$ cat src/rtl/leds_output_sink.sv
// leds_output_sink: consumer end of the 32-bit stb/ack LED stream.
// Latches word[7:0] as the LED pattern and holds it for HOLD_CYCLES cycles,
// deasserting ack so fast producers are paced to a visible rate.
// Optional feature: define LEDS_OUTPUT_SINK_PWM_EN to latch word[15:8] as a
// brightness duty and gate the LEDs with a free-running 8-bit PWM counter.
module leds_output_sink #(
    parameter int unsigned HOLD_CYCLES = 50000
) (
    input  logic        clk,
    input  logic        rst,
    input  logic [31:0] input_leds,
    input  logic        input_leds_stb,
    output logic        input_leds_ack,
    output logic [7:0]  leds,
    output logic        busy
);

    typedef enum logic {
        IDLE = 1'b0,
        HOLD = 1'b1
    } state_t;

    localparam logic [31:0] HOLD_LOAD = 32'(HOLD_CYCLES) - 32'd1;
    localparam bit          HOLD_EN   = (HOLD_CYCLES != 0);

    state_t      state_q, state_d;
    logic [7:0]  pattern_q, pattern_d;
    logic [31:0] cnt_q, cnt_d;
    logic        xfer;

    // ack depends only on the state register and reset, never on stb
    assign input_leds_ack = (state_q == IDLE) && !rst;
    assign busy           = (state_q == HOLD);
    assign xfer           = input_leds_stb && input_leds_ack;

    // State, pattern and hold counter registers
    always_ff @(posedge clk) begin
        if (rst) begin
            state_q   <= IDLE;
            pattern_q <= 8'h00;
            cnt_q     <= 32'd0;
        end else begin
            state_q   <= state_d;
            pattern_q <= pattern_d;
            cnt_q     <= cnt_d;
        end
    end

    // Next-state: accept a word in IDLE, count the hold time down in HOLD
    always_comb begin
        state_d   = state_q;
        pattern_d = pattern_q;
        cnt_d     = cnt_q;
        unique case (state_q)
            IDLE: begin
                if (xfer) begin
                    pattern_d = input_leds[7:0];
                    if (HOLD_EN) begin
                        cnt_d   = HOLD_LOAD;
                        state_d = HOLD;
                    end
                end
            end
            HOLD: begin
                // counter saturates at zero; zero ends the hold on this edge
                if (cnt_q == 32'd0) state_d = IDLE;
                else                cnt_d   = cnt_q - 32'd1;
            end
            default: state_d = IDLE;
        endcase
    end

`ifdef LEDS_OUTPUT_SINK_PWM_EN
    logic [7:0] duty_q, duty_d;
    logic [7:0] pwm_q;

    // Duty register loads alongside the pattern
    always_comb begin
        duty_d = duty_q;
        if (state_q == IDLE && xfer) duty_d = input_leds[15:8];
    end

    // Duty and free-running PWM counter; transfers never reset the counter
    always_ff @(posedge clk) begin
        if (rst) begin
            duty_q <= 8'hFF;
            pwm_q  <= 8'h00;
        end else begin
            duty_q <= duty_d;
            pwm_q  <= pwm_q + 8'd1;
        end
    end

    // 0xFF means fully on; otherwise on while the counter is below the duty
    always_comb begin
        if (duty_q == 8'hFF || pwm_q < duty_q) leds = pattern_q;
        else                                   leds = 8'h00;
    end

    logic unused_hi;
    assign unused_hi = ^input_leds[31:16];
`else
    assign leds = pattern_q;

    logic unused_hi;
    assign unused_hi = ^input_leds[31:8];
`endif

endmodule

$ cat config.mk
export PLATFORM = sky130hd
export DESIGN_NAME = leds_output_sink
export DESIGN_NICKNAME = d
export VERILOG_FILES = /design/src/rtl/leds_output_sink.sv
export SDC_FILE = /design/constraint.sdc
export NUM_CORES = 1
export LEC_CHECK = 0
export CAP_MARGIN = 20
export CELL_PAD_IN_SITES_DETAIL_PLACEMENT = 1
export CELL_PAD_IN_SITES_GLOBAL_PLACEMENT = 2
export CORE_AREA = 2 2 88 90
export CTS_CLUSTER_DIAMETER = 150
export DETAILED_ROUTE_END_ITERATION = 10
export DIE_AREA = 0 0 90 92
export GPL_TIMING_DRIVEN = 0
export PLACE_DENSITY = 0.87
export SETUP_SLACK_MARGIN = 0.3
export SYNTH_ARGS = -nofsm -noshare
export SYNTH_HDL_FRONTEND = slang
export SYNTH_SLANG_ARGS = --single-unit
$ cat constraint.sdc
create_clock -name clk -period 3.5 [get_ports clk]
set_input_delay 0.7 -clock clk [delete_from_list [all_inputs] [get_ports clk]]
set_output_delay 0.7 -clock clk [all_outputs]
set_load 0.005 [all_outputs]
==> qor.csv, run 1 <==
stage,metric,value,unit
outcome,status,finished clean,
yosys,ranking of synthesized cells by area,"dfxtp_1, or3_1, nand2_1, or4_1, a21oi_1",
global_routing,vias in the first global route,1985,
timing,skew final,0.00605,ns
yosys,Synth async-reset ratio,0,%
clocking,CTS clock-pin slew for the worst setup and hold paths,0.09,ns
yosys,sequential element share of the synthesized area,39.9,%
floorplan,IO Count,45,
hold_path,hold path start,leds[4],
power_and_ir_drop,Sw Pwr,0.359,mW
hold_path,hold path endpoint,leds[4],
floorplan,total core area,0.00745,mm²
floorplan,die height,92,µm
yosys,number of synthesized register bits,41,
timing,final hold viol count,0,
place,Cells after DPL,376,
clocking,cts bufs inserted,5,
job,Max Cap Viol,0,
critical_path,flop2flop setup slack,0.58,ns
timing,Hold Slack,0.460,ns
place,DP HPWL,4250,µm
floorplan,Initial Utilization,27.6,%
global_routing,antenna violations before repair,0,
timing,final slew viol count,0,
timing,RSZ-0062 raised after global routing,true,
place,GP Congestion,0.787,
yosys,Mapped Avg Cell Area,8.10,µm²
timing,maximum clock frequency,0.322,GHz
timing,max_slew headroom,51.1,%
drt,vias,2080,
hold_path,hold path depth,2,
timing,actual slew at the worst max-slew pin,0.731,ns
timing,crit path time final,3.10,ns
timing,setup TNS,0,ns
hold_path,worst min path class,register to register,
timing,Finish-stage setup viols,0,
power_and_ir_drop,clock share of power,29.5,%
power_and_ir_drop,P_int,0.731,mW
critical_path,"Max FO, Critical Path",10,
global_routing,first-pass GRT wire length,9800,µm
floorplan,die span in x,90,µm
critical_path,Required @ worst endpoint,2.80,ns
drt,Final ANT Viol Nets,0,
drt,vias per cell,5.42,
power_and_ir_drop,sequential share of power,48.0,%
yosys,ys flop type,dfxtp_1,
critical_path,critical path arrival,2.40,ns
power_and_ir_drop,worst vdd ir,0.000167,V
timing,crit share post-route,88.7,%
layout,most frequent cells in the layout,"dfxtp_1, nand2_1, or3_1",
yosys,Netlist cell types,40,
layout,"commonest non-fill, non-tap cell in the layout",dfxtp_1,
global_routing,GRT Overall Usage,14.6,%
layout,Layout area overhead,21.1,%
power_and_ir_drop,pwr dens,438,mW/mm²
clocking,CTS sink cnt,41,
clocking,"Clk Latency, worst-skew pair",0.30,ns
yosys,synthesized net count,290,
power_and_ir_drop,LEAKAGE,0.838,nW
yosys,Post-synth EDFFs,0,
clocking,postcts setup bufs,0,
clocking,Root Buffer,clkbuf_8,
yosys,cell accounting for the most synthesized area,dfxtp_1,
yosys,Yosys warnings,0,
clocking,H-Tree Level Count,2,
yosys,Mapped Area,0.00206,mm²
place,port bufs,20,
drt,DR WL/cell,14.9,µm
layout,layout cells sized above 1,6.03,%
layout,post-route insts no fill,384,
drt,DRT iter0 DRCs,107,
clocking,clock buffer depth,2,
critical_path,Worst R2R End,cnt_q[23],
layout,fin nets,317,
critical_path,Worst R2R Path Depth,7,
global_routing,GRT overflow,0,
critical_path,startpoint types,input pin,
critical_path,RR Startpoint,cnt_q[8],
power_and_ir_drop,switching portion of total power,32.9,%
yosys,post-synthesis instance total,254,
critical_path,critical path class,input pin to output port,
drt,drc violations,0,
global_routing,largest net degree at the start of global routing,15,
drt,DR pass1 iterations,4,
floorplan,Cell Rows,32,
power_and_ir_drop,combinational share of power,22.5,%
clocking,CTS tree,built,
critical_path,Critical Path End Type,output port,
floorplan,Die ar.,0.00828,mm²
drt,DRT Wirelength,5740,µm
yosys,area fraction of the dominant cell type after synthesis,39.9,%
layout,Inserted Diodes,0,
[synthesized netlist by cell type, types with 3 or more instances]
library cell,instances
o31ai_1,10
o21ai_0,16
o41ai_1,3
nand3_1,7
nand3b_1,3
or4_1,13
a211oi_1,4
nor2_1,15
or3_1,23
nor4_1,4
a2111oi_0,3
dfxtp_1,41
nor3_1,13
nand2_1,29
mux2i_1,6
a21oi_1,16
inv_1,7
clkbuf_1,14
[per-stage QoR]
| step | power [mW] | setup slack (ns) | util [%] | instance area, µm² |
|---|---|---|---|---|
| after floorplan | 0.683 | 0.879 | - | 2060 |
| after global placement | 0.764 | 0.114 | 32.0 | 2380 |
| after detailed placement | 0.771 | 0.0999 | 32.0 | 2380 |
| after CTS | 1.10 | 0.374 | 33.3 | 2480 |
| after global routing | 1.15 | 0.299 | 33.5 | 2490 |
| final | 1.09 | 0.397 | 33.5 | 2490 |
[critical path, stage by stage]
cell and delay, ns:
clkdlybuf4s50_1 0.62, clkbuf_2 0.28, clkbuf_2 0.28, nor2_1 0.06, clkdlybuf4s50_1 0.45
[sequential cells by signal (all words and copies together), names as in the netlist]
register,count
cnt_q,32
leds,8
busy,1
[cells by family (layout without fill, tap and decap cells)]
| family | Yosys count | count (layout) | share of synthesized area (%) |
|---|---|---|---|
| compound gates | 65 | 65 | 21.3 |
| xor+xnor | 1 | 1 | 0.426 |
| fa+ha+maj | 1 | 1 | 0.608 |
| buf+inv | 23 | 51 | 4.32 |
| flops | 41 | 41 | 39.9 |
| mux | 6 | 6 | 2.92 |
| simple gates | 117 | 117 | 30.5 |
[worst max path at each step]
| stage | from | to | cells after the start |
|---|---|---|---|
| global placement | rst | input_leds_ack | 5 |
| floorplan | cnt_q[8] | cnt_q[21] | 7 |
| CTS | rst | input_leds_ack | 5 |
| detailed placement | rst | input_leds_ack | 5 |
| finish | rst | input_leds_ack | 5 |
| global route | rst | input_leds_ack | 5 |
[routing by layer]
| layer | GRT usage, % | up-vias | routed length (µm) |
|---|---|---|---|
| li1 | - | 1019 | - |
| met1 | 18.8 | 1000 | 2810 |
| met2 | 24.6 | 51 | 2660 |
| met3 | 2.47 | 10 | 167 |
| met4 | 5.26 | 0 | 105 |
| met5 | 0 | - | 0 |
[power by group through the flow]
stage | Combinational (mW) | Clock [mW] | Sequential [mW]
6_report | 0.246 | 0.322 | 0.523
5_1_grt | 0.273 | 0.349 | 0.528
3_3_place_gp | 0.233 | 0 | 0.531
4_1_cts | 0.240 | 0.335 | 0.522
3_5_place_dp | 0.239 | 0 | 0.532
2_1_floorplan | 0.156 | 0 | 0.526
[timing repair]
item	CTS	global route
gates resized for setup	2	2
hold buffers	0	0
setup endpoints to repair	1	3
[layout make-up]
type	instances	area, µm²
tap	102	128
timing repair buffer	20	200
buffer	16	65.1
sequential	41	821
fill	891	4960
inverter	7	26.3
clock buffer	5	68.8
clock inverter	3	22.5
multi-input combinational	190	1160
Power figures use the tool's default switching activity.
==> run 2, diff against run 1 <==
--- a/config.mk
+++ b/config.mk
@@ -8,13 +8,15 @@
 export CAP_MARGIN = 20
 export CELL_PAD_IN_SITES_DETAIL_PLACEMENT = 1
 export CELL_PAD_IN_SITES_GLOBAL_PLACEMENT = 2
-export CORE_AREA = 2 2 88 90
+export CORE_AREA = 2 2 86 88
+export CTS_BUF_LIST = sky130_fd_sc_hd__clkbuf_8
 export CTS_CLUSTER_DIAMETER = 150
 export DETAILED_ROUTE_END_ITERATION = 10
-export DIE_AREA = 0 0 90 92
+export DIE_AREA = 0 0 88 90
 export GPL_TIMING_DRIVEN = 0
-export PLACE_DENSITY = 0.87
+export PLACE_DENSITY = 0.9
 export SETUP_SLACK_MARGIN = 0.3
 export SYNTH_ARGS = -nofsm -noshare
 export SYNTH_HDL_FRONTEND = slang
 export SYNTH_SLANG_ARGS = --single-unit
+export TNS_END_PERCENT = 100
==> qor.csv, run 2 (synthesized netlist as in run 1, its figures left out) <==
stage,metric,value,unit
critical_path,Critical Path End Type,output port,
layout,Layout area overhead,22.0,%
timing,Finish-stage setup viols,0,
global_routing,GRT overflow,0,
global_routing,first-pass GRT wire length,9860,µm
timing,Hold Slack,0.475,ns
critical_path,slowest CP cell,clkdlybuf4s50_1,
global_routing,vias in the first global route,1989,
power_and_ir_drop,pwr dens,466,mW/mm²
critical_path,Required @ worst endpoint,2.80,ns
hold_path,hold path endpoint,leds[6],
power_and_ir_drop,worst vdd ir,0.000151,V
drt,vias per cell,5.40,
timing,skew final,0.00936,ns
timing,final hold viol count,0,
timing,setup TNS,0,ns
clocking,CTS clock-pin slew for the worst setup and hold paths,0.08,ns
timing,max_slew headroom,44.1,%
timing,crit share post-route,88.1,%
power_and_ir_drop,LEAKAGE,0.856,nW
drt,Highest Signal Layer,met4,
place,Placement Cell Area,0.00238,mm²
layout,Largest Register,cnt_q,
floorplan,Die ar.,0.00792,mm²
critical_path,Worst R2R Path Depth,6,
floorplan,die span in x,88,µm
clocking,"Hold-fix buffers, CTS",0,
drt,length of routed met3 wiring,142,µm
power_and_ir_drop,Tot Pwr,1.17,mW
clocking,CTS sink cnt,41,
critical_path,flop2flop setup slack,0.52,ns
layout,post-route insts no fill,381,
clocking,CTS tree,built,
timing,actual slew at the worst max-slew pin,0.818,ns
layout,max reg flops,32,
clocking,"Clk Latency, worst-skew pair",0.30,ns
timing,maximum clock frequency,0.324,GHz
layout,Inserted Diodes,0,
drt,WL met2,2870,µm
timing,final slew viol count,0,
drt,Final ANT Viol Nets,0,
layout,most frequent cells in the layout,"dfxtp_1, nand2_1, or3_1",
drt,met1 WL,3040,µm
floorplan,total core area,0.00702,mm²
job,Max Cap Viol,0,
global_routing,largest net degree at the start of global routing,15,
drt,DRT iter0 DRCs,159,
layout,layout cells sized above 1,6.03,%
floorplan,IO Count,45,
place,port bufs,20,
clocking,postcts setup bufs,0,
critical_path,startpoint types,input pin,
drt,DR pass1 iterations,4,
place,DP HPWL,4370,µm
floorplan,Cell Rows,31,
hold_path,hold path depth,2,
critical_path,"Max FO, Critical Path",10,
global_routing,antenna violations before repair,0,
drt,drc violations,0,
drt,DRT Wirelength,6130,µm
place,GP Congestion,0.785,
timing,crit path time final,3.08,ns
critical_path,crit-path cells,clkdlybuf4s50_1 -> clkbuf_2 -> clkbuf_2 -> nor2_1 -> clkdlybuf4s50_1,
layout,"commonest non-fill, non-tap cell in the layout",dfxtp_1,
global_routing,GRT Overall Usage,15.5,%
place,Cells after DPL,373,
critical_path,RR Startpoint,cnt_q[3],
floorplan,Initial Utilization,29.3,%
clocking,Root Buffer,clkbuf_8,
critical_path,critical path arrival,2.38,ns
layout,design area,0.00251,mm²
drt,vias,2056,
critical_path,critical path class,input pin to output port,
critical_path,Worst R2R End,cnt_q[17],
layout,fin nets,317,
outcome,status,finished clean,
critical_path,CP peak stage delay,0.62,ns
hold_path,hold path start,leds[6],
drt,DR WL/cell,16.1,µm
hold_path,worst min path class,register to register,
clocking,clock buffer depth,2,
clocking,cts bufs inserted,5,
timing,RSZ-0062 raised after global routing,false,
floorplan,die height,90,µm
clocking,H-Tree Level Count,2,
==> run 2: layout make-up <==
cell class                      count  area [µm²]
Clock buffer                        5        68.8
Clock inverter                      3        46.3
Tap cell                           99         124
Timing Repair Buffer               20         200
Buffer                             16        65.1
Sequential cell                    41         821
Inverter                            7        26.3
Fill cell                         862        4510
Multi-Input combinational cell    190        1160
==> run 2: metal layers <==
layer / vias to the layer above / track usage [%]
li1: 1014 / -
met3: 5 / 2.48
met5: - / 0
met2: 31 / 24.7
met1: 1006 / 21.3
met4: 0 / 4.23
==> run 2: worst max-delay path by stage <==
stage          startpoint             end  slack (ns)
2_1_floorplan    cnt_q[8]       cnt_q[21]        0.88
3_3_place_gp          rst  input_leds_ack        0.17
3_5_place_dp          rst  input_leds_ack        0.13
4_1_cts               rst  input_leds_ack        0.41
5_1_grt               rst  input_leds_ack        0.31
6_report              rst  input_leds_ack        0.42
==> run 2: where the power goes <==
part	internal [mW]	switching, mW
sequential	0.496	0.0275
combinational	0.0955	0.155
clock	0.214	0.183
total	0.805	0.365
==> run 2: per-stage QoR <==
stage	setup WS [ns]	util, %
2_1_floorplan	0.879	-
3_3_place_gp	0.169	33.9
3_5_place_dp	0.128	33.9
4_1_cts	0.412	35.6
5_1_grt	0.308	35.8
6_report	0.418	35.8
==> run 2: what timing repair did <==
item	CTS	global route
endpoints found under the hold margin	0	0
endpoints found under the setup margin	1	8
pin swaps	0	0
gates resized for setup	2	1
==> run 2: worst max-delay path, delay by kind of cell <==
kind                   cells  cell delay (ns)
buffers and inverters      4             1.61
AND/OR/NAND/NOR            1             0.06
